$ cat config.mk
export PLATFORM = sky130hd
export DESIGN_NAME = event_param_gen
export DESIGN_NICKNAME = d
export VERILOG_FILES = /design/src/rtl/event_param_gen.sv
export SDC_FILE = /design/constraint.sdc
export NUM_CORES = 2
export LEC_CHECK = 0
export CAP_MARGIN = 25
export CORE_UTILIZATION = 43
export DETAILED_ROUTE_END_ITERATION = 8
export GPL_TIMING_DRIVEN = 0
export SYNTH_ARGS = -nofsm -noshare
export SYNTH_HDL_FRONTEND = slang
export SYNTH_SLANG_ARGS = --single-unit
$ cat constraint.sdc
create_clock -name clk -period 30.1 [get_ports clk]
set_input_delay 4.515 -clock clk [delete_from_list [all_inputs] [get_ports clk]]
set_output_delay 4.515 -clock clk [all_outputs]
set_load 0.02 [all_outputs]
$ cat src/rtl/event_param_gen.sv
// Turns per-packet metadata into three event parameters (length, per-port inter-arrival,
// flags/port word) queued in a FWFT FIFO. Optional per-port packet counters: EVENT_PARAM_PKTCNT_EN.
`ifndef EVENT_PARAM_WIDTH
`define EVENT_PARAM_WIDTH 32
`endif
`ifndef OPENFLOW_ENTRY_SRC_PORT_WIDTH
`define OPENFLOW_ENTRY_SRC_PORT_WIDTH 8
`endif

module event_param_gen #(
    parameter int PKT_SIZE_WIDTH = 12,
    parameter int TS_WIDTH       = 32,
    parameter int NUM_PORTS      = 8,
    parameter int DEPTH_BITS     = 3
) (
    input  logic                                      clk,
    input  logic                                      reset,
    input  logic                                      pkt_info_vld,
    input  logic [PKT_SIZE_WIDTH-1:0]                 pkt_size,
    input  logic [7:0]                                tcp_flags,
    input  logic [`OPENFLOW_ENTRY_SRC_PORT_WIDTH-1:0] src_port,
    input  logic                                      table_flush,
    input  logic                                      ev_rd_en,
    output logic [`EVENT_PARAM_WIDTH-1:0]             event_param_out_1,
    output logic [`EVENT_PARAM_WIDTH-1:0]             event_param_out_2,
    output logic [`EVENT_PARAM_WIDTH-1:0]             event_param_out_3,
    output logic                                      ev_fifo_empty,
    output logic                                      ev_fifo_full,
    output logic [15:0]                               drop_cnt
);

    localparam int PW      = `EVENT_PARAM_WIDTH;
    localparam int IDX_W   = $clog2(NUM_PORTS);
    localparam int DEPTH   = 1 << DEPTH_BITS;
    localparam int ENTRY_W = 3 * PW;

    // Timestamp and per-port arrival history
    logic [TS_WIDTH-1:0]  ts_q, ts_d;
    logic [TS_WIDTH-1:0]  last_q [NUM_PORTS];
    logic [TS_WIDTH-1:0]  last_d [NUM_PORTS];
    logic [NUM_PORTS-1:0] valid_q, valid_d;
`ifdef EVENT_PARAM_PKTCNT_EN
    logic [15:0]          cnt_q [NUM_PORTS];
    logic [15:0]          cnt_d [NUM_PORTS];
    logic [15:0]          cnt_cur;
`endif

    // Stage-1 parameter registers
    logic          s1_vld_q, s1_vld_d;
    logic [PW-1:0] p1_q, p1_d;
    logic [PW-1:0] p2_q, p2_d;
    logic [PW-1:0] p3_q, p3_d;

    // FIFO storage and bookkeeping
    logic [ENTRY_W-1:0]    mem_q [DEPTH];
    logic [DEPTH_BITS-1:0] wr_ptr_q, wr_ptr_d;
    logic [DEPTH_BITS-1:0] rd_ptr_q, rd_ptr_d;
    logic [DEPTH_BITS:0]   count_q, count_d;
    logic [ENTRY_W-1:0]    hold_q, hold_d;
    logic [15:0]           drop_q, drop_d;

    logic [IDX_W-1:0]   port_idx;
    logic [7:0]         src_byte;
    logic [15:0]        pkt_tag;
    logic               fifo_empty, fifo_full, do_push, do_pop;
    logic [ENTRY_W-1:0] wr_data, head;

    always_comb begin
        ts_d     = ts_q + TS_WIDTH'(1);
        port_idx = src_port[IDX_W-1:0];
        src_byte = 8'(src_port);
        last_d   = last_q;
        valid_d  = valid_q;
        s1_vld_d = pkt_info_vld;
        p1_d     = p1_q;
        p2_d     = p2_q;
        p3_d     = p3_q;
`ifdef EVENT_PARAM_PKTCNT_EN
        cnt_d   = cnt_q;
        cnt_cur = (cnt_q[port_idx] == 16'hFFFF) ? 16'hFFFF : cnt_q[port_idx] + 16'd1;
        pkt_tag = cnt_cur;
        if (pkt_info_vld) cnt_d[port_idx] = cnt_cur;
        if (table_flush)  cnt_d = '{default: '0};
`else
        pkt_tag = 16'h0;
`endif
        if (pkt_info_vld) begin
            p1_d = PW'(pkt_size);
            // Modular subtraction keeps the gap correct across a timestamp wrap
            p2_d = valid_q[port_idx] ? PW'(ts_q - last_q[port_idx]) : '1;
            p3_d = PW'({tcp_flags, src_byte, pkt_tag});
            last_d[port_idx]  = ts_q;
            valid_d[port_idx] = 1'b1;
        end
        if (table_flush) valid_d = '0;
    end

    always_comb begin
        fifo_empty = (count_q == '0);
        fifo_full  = (count_q == (DEPTH_BITS+1)'(DEPTH));
        do_pop     = ev_rd_en && !fifo_empty;
        // A pop in the same cycle frees the slot, so a full FIFO still accepts the write
        do_push    = s1_vld_q && (!fifo_full || do_pop);
        wr_data    = {p3_q, p2_q, p1_q};
        head       = fifo_empty ? hold_q : mem_q[rd_ptr_q];
        wr_ptr_d   = do_push ? wr_ptr_q + DEPTH_BITS'(1) : wr_ptr_q;
        rd_ptr_d   = do_pop  ? rd_ptr_q + DEPTH_BITS'(1) : rd_ptr_q;
        hold_d     = do_pop  ? mem_q[rd_ptr_q] : hold_q;
        count_d    = count_q;
        case ({do_push, do_pop})
            2'b10:   count_d = count_q + (DEPTH_BITS+1)'(1);
            2'b01:   count_d = count_q - (DEPTH_BITS+1)'(1);
            default: count_d = count_q;
        endcase
        drop_d = drop_q;
        if (s1_vld_q && !do_push && drop_q != 16'hFFFF) drop_d = drop_q + 16'd1;
    end

    always_ff @(posedge clk or posedge reset) begin
        if (reset) begin
            ts_q     <= '0;
            last_q   <= '{default: '0};
            valid_q  <= '0;
`ifdef EVENT_PARAM_PKTCNT_EN
            cnt_q    <= '{default: '0};
`endif
            s1_vld_q <= 1'b0;
            p1_q     <= '0;
            p2_q     <= '0;
            p3_q     <= '0;
            wr_ptr_q <= '0;
            rd_ptr_q <= '0;
            count_q  <= '0;
            hold_q   <= '0;
            drop_q   <= '0;
        end else begin
            ts_q     <= ts_d;
            last_q   <= last_d;
            valid_q  <= valid_d;
`ifdef EVENT_PARAM_PKTCNT_EN
            cnt_q    <= cnt_d;
`endif
            s1_vld_q <= s1_vld_d;
            p1_q     <= p1_d;
            p2_q     <= p2_d;
            p3_q     <= p3_d;
            wr_ptr_q <= wr_ptr_d;
            rd_ptr_q <= rd_ptr_d;
            count_q  <= count_d;
            hold_q   <= hold_d;
            drop_q   <= drop_d;
        end
    end

    // Storage needs no reset: it is only read while the count says it is occupied
    always_ff @(posedge clk) begin
        if (do_push) mem_q[wr_ptr_q] <= wr_data;
    end

    assign {event_param_out_3, event_param_out_2, event_param_out_1} = head;
    assign ev_fifo_empty = fifo_empty;
    assign ev_fifo_full  = fifo_full;
    assign drop_cnt      = drop_q;

endmodule

==> run_results.csv <==
group,metric,value,unit
run_status,outcome,"complete, no violations",
yosys,syn_inst,2468,
detailed_routing,firstDrtPassIters,5,
setup_path,critPathCaptureType,"flop",
global_routing,grt_pass1_vias,23336,
die,die-area,92300,um^2
cts,cts.repair.resized,0,
cts,clkLatencyLatePin,0.66,ns
power_and_ir_drop,peakVddDrop,0.0520,mV
yosys,synthFlopType,"edfxtp_1",
cells_and_area,fillers,7388,
cells_and_area,drive_gt1_frac,0.257,
setup_path,arrival,9.84,ns
setup_path,path_class,"in -> reg",
detailed_routing,drc_errors,0,
placement,gp_congestion,0.874,
cts,cts_htree_levels,3,
setup_path,cpPeakStageDelay,0.84,ns
sta,fin_crit_sh,0.310,
detailed_routing,routed_via_density,5.52,
yosys,yosys_warnings,0,
sta,setup_viol,0,
global_routing,met3_usage,0.0312,
die,die_w,304,um
setup_path,worstPathMaxFanout,10,
global_routing,grt_max_degree,121,
sta,fin_skew,0.0283,ns
cts,cts_buffer_depth,3,
placement,detailed_place_hpwl,61.0,mm
cells_and_area,final_common_cell,"edfxtp_1",
sta,rsz0062_at_grt,"no",
cells_and_area,layout_common_cells,"edfxtp_1, dfrtp_1, mux2_2",
min_path,min_path_type,"reg -> reg",
cts,cts_hold_buffers,0,
yosys,netlist_area,39200,um^2
placement,port_buffers,107,
sta,fmax,107,MHz
detailed_routing,drt_iter0_markers,1624,
yosys,synth-async-reset-ratio,0.480,
setup_path,worstPathCellList,"clkdlybuf4s50_1 > buf_6 > clkbuf_1 > buf_1 > mux4_2 > mux2i_1 > ha_1 > a21oi_1 > nand2_1 > o21ai_0 > a21oi_1 > or2_0 > clkbuf_1 > a2111oi_0 > a211oi_1",
die,num_io_pins,147,
cts,cts_setup_buffers,0,
cts,path_clk_slew,0.05,ns
global_routing,overflow,0,
cells_and_area,antennaDiodeCount,0,
placement,dpl_cell_area,42500,um^2
setup_path,crit_required,30.62,ns
die,die_h,304,um
cts,cts_tree,"built",
die,start_util,0.434,
sta,slew_headroom,0.296,
power_and_ir_drop,powerDensity,82.4,nW/um^2
detailed_routing,wl,92.2,mm
yosys,synth_area_per_cell,15.9,um^2
sta,tightest_slew,1.06,ns
global_routing,grt_usage,0.202,
cells_and_area,nNetsFinal,2821,
sta,min_period,9.33,ns
cts,cts.sinks,923,
detailed_routing,route.antenna.remaining_nets,0,
yosys,synth.yosys.seq_area_share,0.651,
sta,whs,0.483,ns
yosys,ys_ff_latch,923,
global_routing,grt_pass1_wl,142,mm
global_routing,met2_usage,0.348,
power_and_ir_drop,leakagePower,17.9,nW
job,drv_cap,0,
setup_path,crit_path_top_delay_cell,"buf_1",
global_routing,met1_usage,0.263,
setup_path,start_kind,"input pin",
cells_and_area,syn2layout_area_growth,17.1,%
sta,fin_setup_tns,0,ns
yosys,synth_edf_count,480,
global_routing,grt-busiest-layer,"met2",
cts,cts_made_buffers,98,
cts,clockRootBuffer,"clkbuf_16",
detailed_routing,wl_per_cell,23.0,um
sta,drv_slew,0,
yosys,synth_cell_types,63,
sta,hold_viol_final,0,
die,coreArea,90100,um^2
cells_and_area,finalInstanceArea,45900,um^2
detailed_routing,vias,22127,
global_routing,antenna_found_initial,1,
die,rows,110,
[cell usage after synthesis, types with 17 or more instances]
library cell / instances / share of area
o21ai_0: 103 / 0.013
buf_1: 17 / 0.0016
inv_1: 24 / 0.0023
edfxtp_1: 480 / 0.37
a21oi_1: 118 / 0.015
xor2_1: 23 / 0.0051
mux2_2: 270 / 0.078
buf_2: 34 / 0.0043
dfrtp_1: 443 / 0.28
and3_1: 17 / 0.0027
nor2_1: 130 / 0.012
nand2_1: 135 / 0.013
buf_4: 37 / 0.0071
mux4_2: 185 / 0.11
ha_1: 39 / 0.012
nand3_1: 26 / 0.0033
xnor2_1: 45 / 0.010
nor3_1: 17 / 0.0022
clkbuf_1: 100 / 0.0096
mux2i_1: 92 / 0.024
[state kept, by name, summed over array words and instances, names as in the netlist]
signal / count
rd_ptr_q: 3
hold_q: 60
s1_vld_q: 1
count_q: 4
wr_ptr_q: 3
p3_q: 16
valid_q: 8
mem_q: 480
last_q: 256
p2_q: 32
p1_q: 12
drop_cnt: 16
ts_q: 32
[layout make-up]
cell class                      instances  area, um^2  area share
Inverter                               24        97.6     0.00213
Sequential cell                       923       25500       0.556
Clock buffer                          146        2840      0.0618
Tap cell                             1176        1470      0.0321
Buffer                                192         932      0.0203
Multi-Input combinational cell       1364       12800       0.280
Timing Repair Buffer                  144        1700      0.0370
Clock inverter                         39         503      0.0110
[critical path: cells and delay by family]
kind | cells | cell delay, ns
buffers and inverters | 5 | 2.13
AOI/OAI and AO/OA | 5 | 1.81
muxes | 2 | 0.66
and+or+nand+nor | 2 | 0.39
adders and majority gates | 1 | 0.33
[worst paths after layout]
check	depth (start not counted)	from	slack (ns)	endpoint
setup / recovery	15	src_port[1]	20.77	p2_q[25]
hold / removal	2	hold_q[45]	0.48	hold_q[45]
setup reg to reg	11	last_q[4]	26.16	p2_q[25]
hold reg to reg	2	hold_q[45]	0.48	hold_q[45]
max in group asynchronous	3	reset	24.52	hold_q[56]
min in group asynchronous	2	reset	4.44	last_q[109]
[logic make-up (layout without fill, tap and decap cells)]
family | after synthesis | after routing | share of synthesized area
AO/OA/AOI/OAI | 284 | 284 | 0.0412
adder cells (fa/ha/maj) | 41 | 41 | 0.0135
XOR/XNOR | 68 | 68 | 0.0152
buffers and inverters | 216 | 545 | 0.0261
AND/OR/NAND/NOR | 386 | 386 | 0.0443
other | 1 | 36 | 0.0000957
flip-flops | 923 | 923 | 0.651
multiplexers | 549 | 549 | 0.209
[through the flow]
| step | setup WS, ns | util | std cells | power (mW) |
|---|---|---|---|---|
| 6_report | 20.77 | 0.509 | 4008 | 3.78 |
| 5_1_grt | 20.40 | 0.509 | 4008 | 3.94 |
| 4_1_cts | 20.88 | 0.509 | 4006 | 3.82 |
| 3_5_place_dp | 20.18 | 0.471 | 3821 | 2.58 |
| 3_3_place_gp | 8.10 | 0.464 | 3786 | 2.55 |
| 2_1_floorplan | 13.24 | - | 2503 | 2.17 |
[power by group]
group          internal [mW]  switching, mW  leakage [nW]
clock network          0.732          0.497          1.63
registers               1.48         0.0643          9.74
logic                  0.444          0.560          6.49
[metal layers]
metal,part of all wire,vias up
li1,-,9810
met1,0.42,11580
met2,0.51,586
met3,0.049,151
met4,0.026,0
met5,0,-
Power figures use the tool's default switching activity.
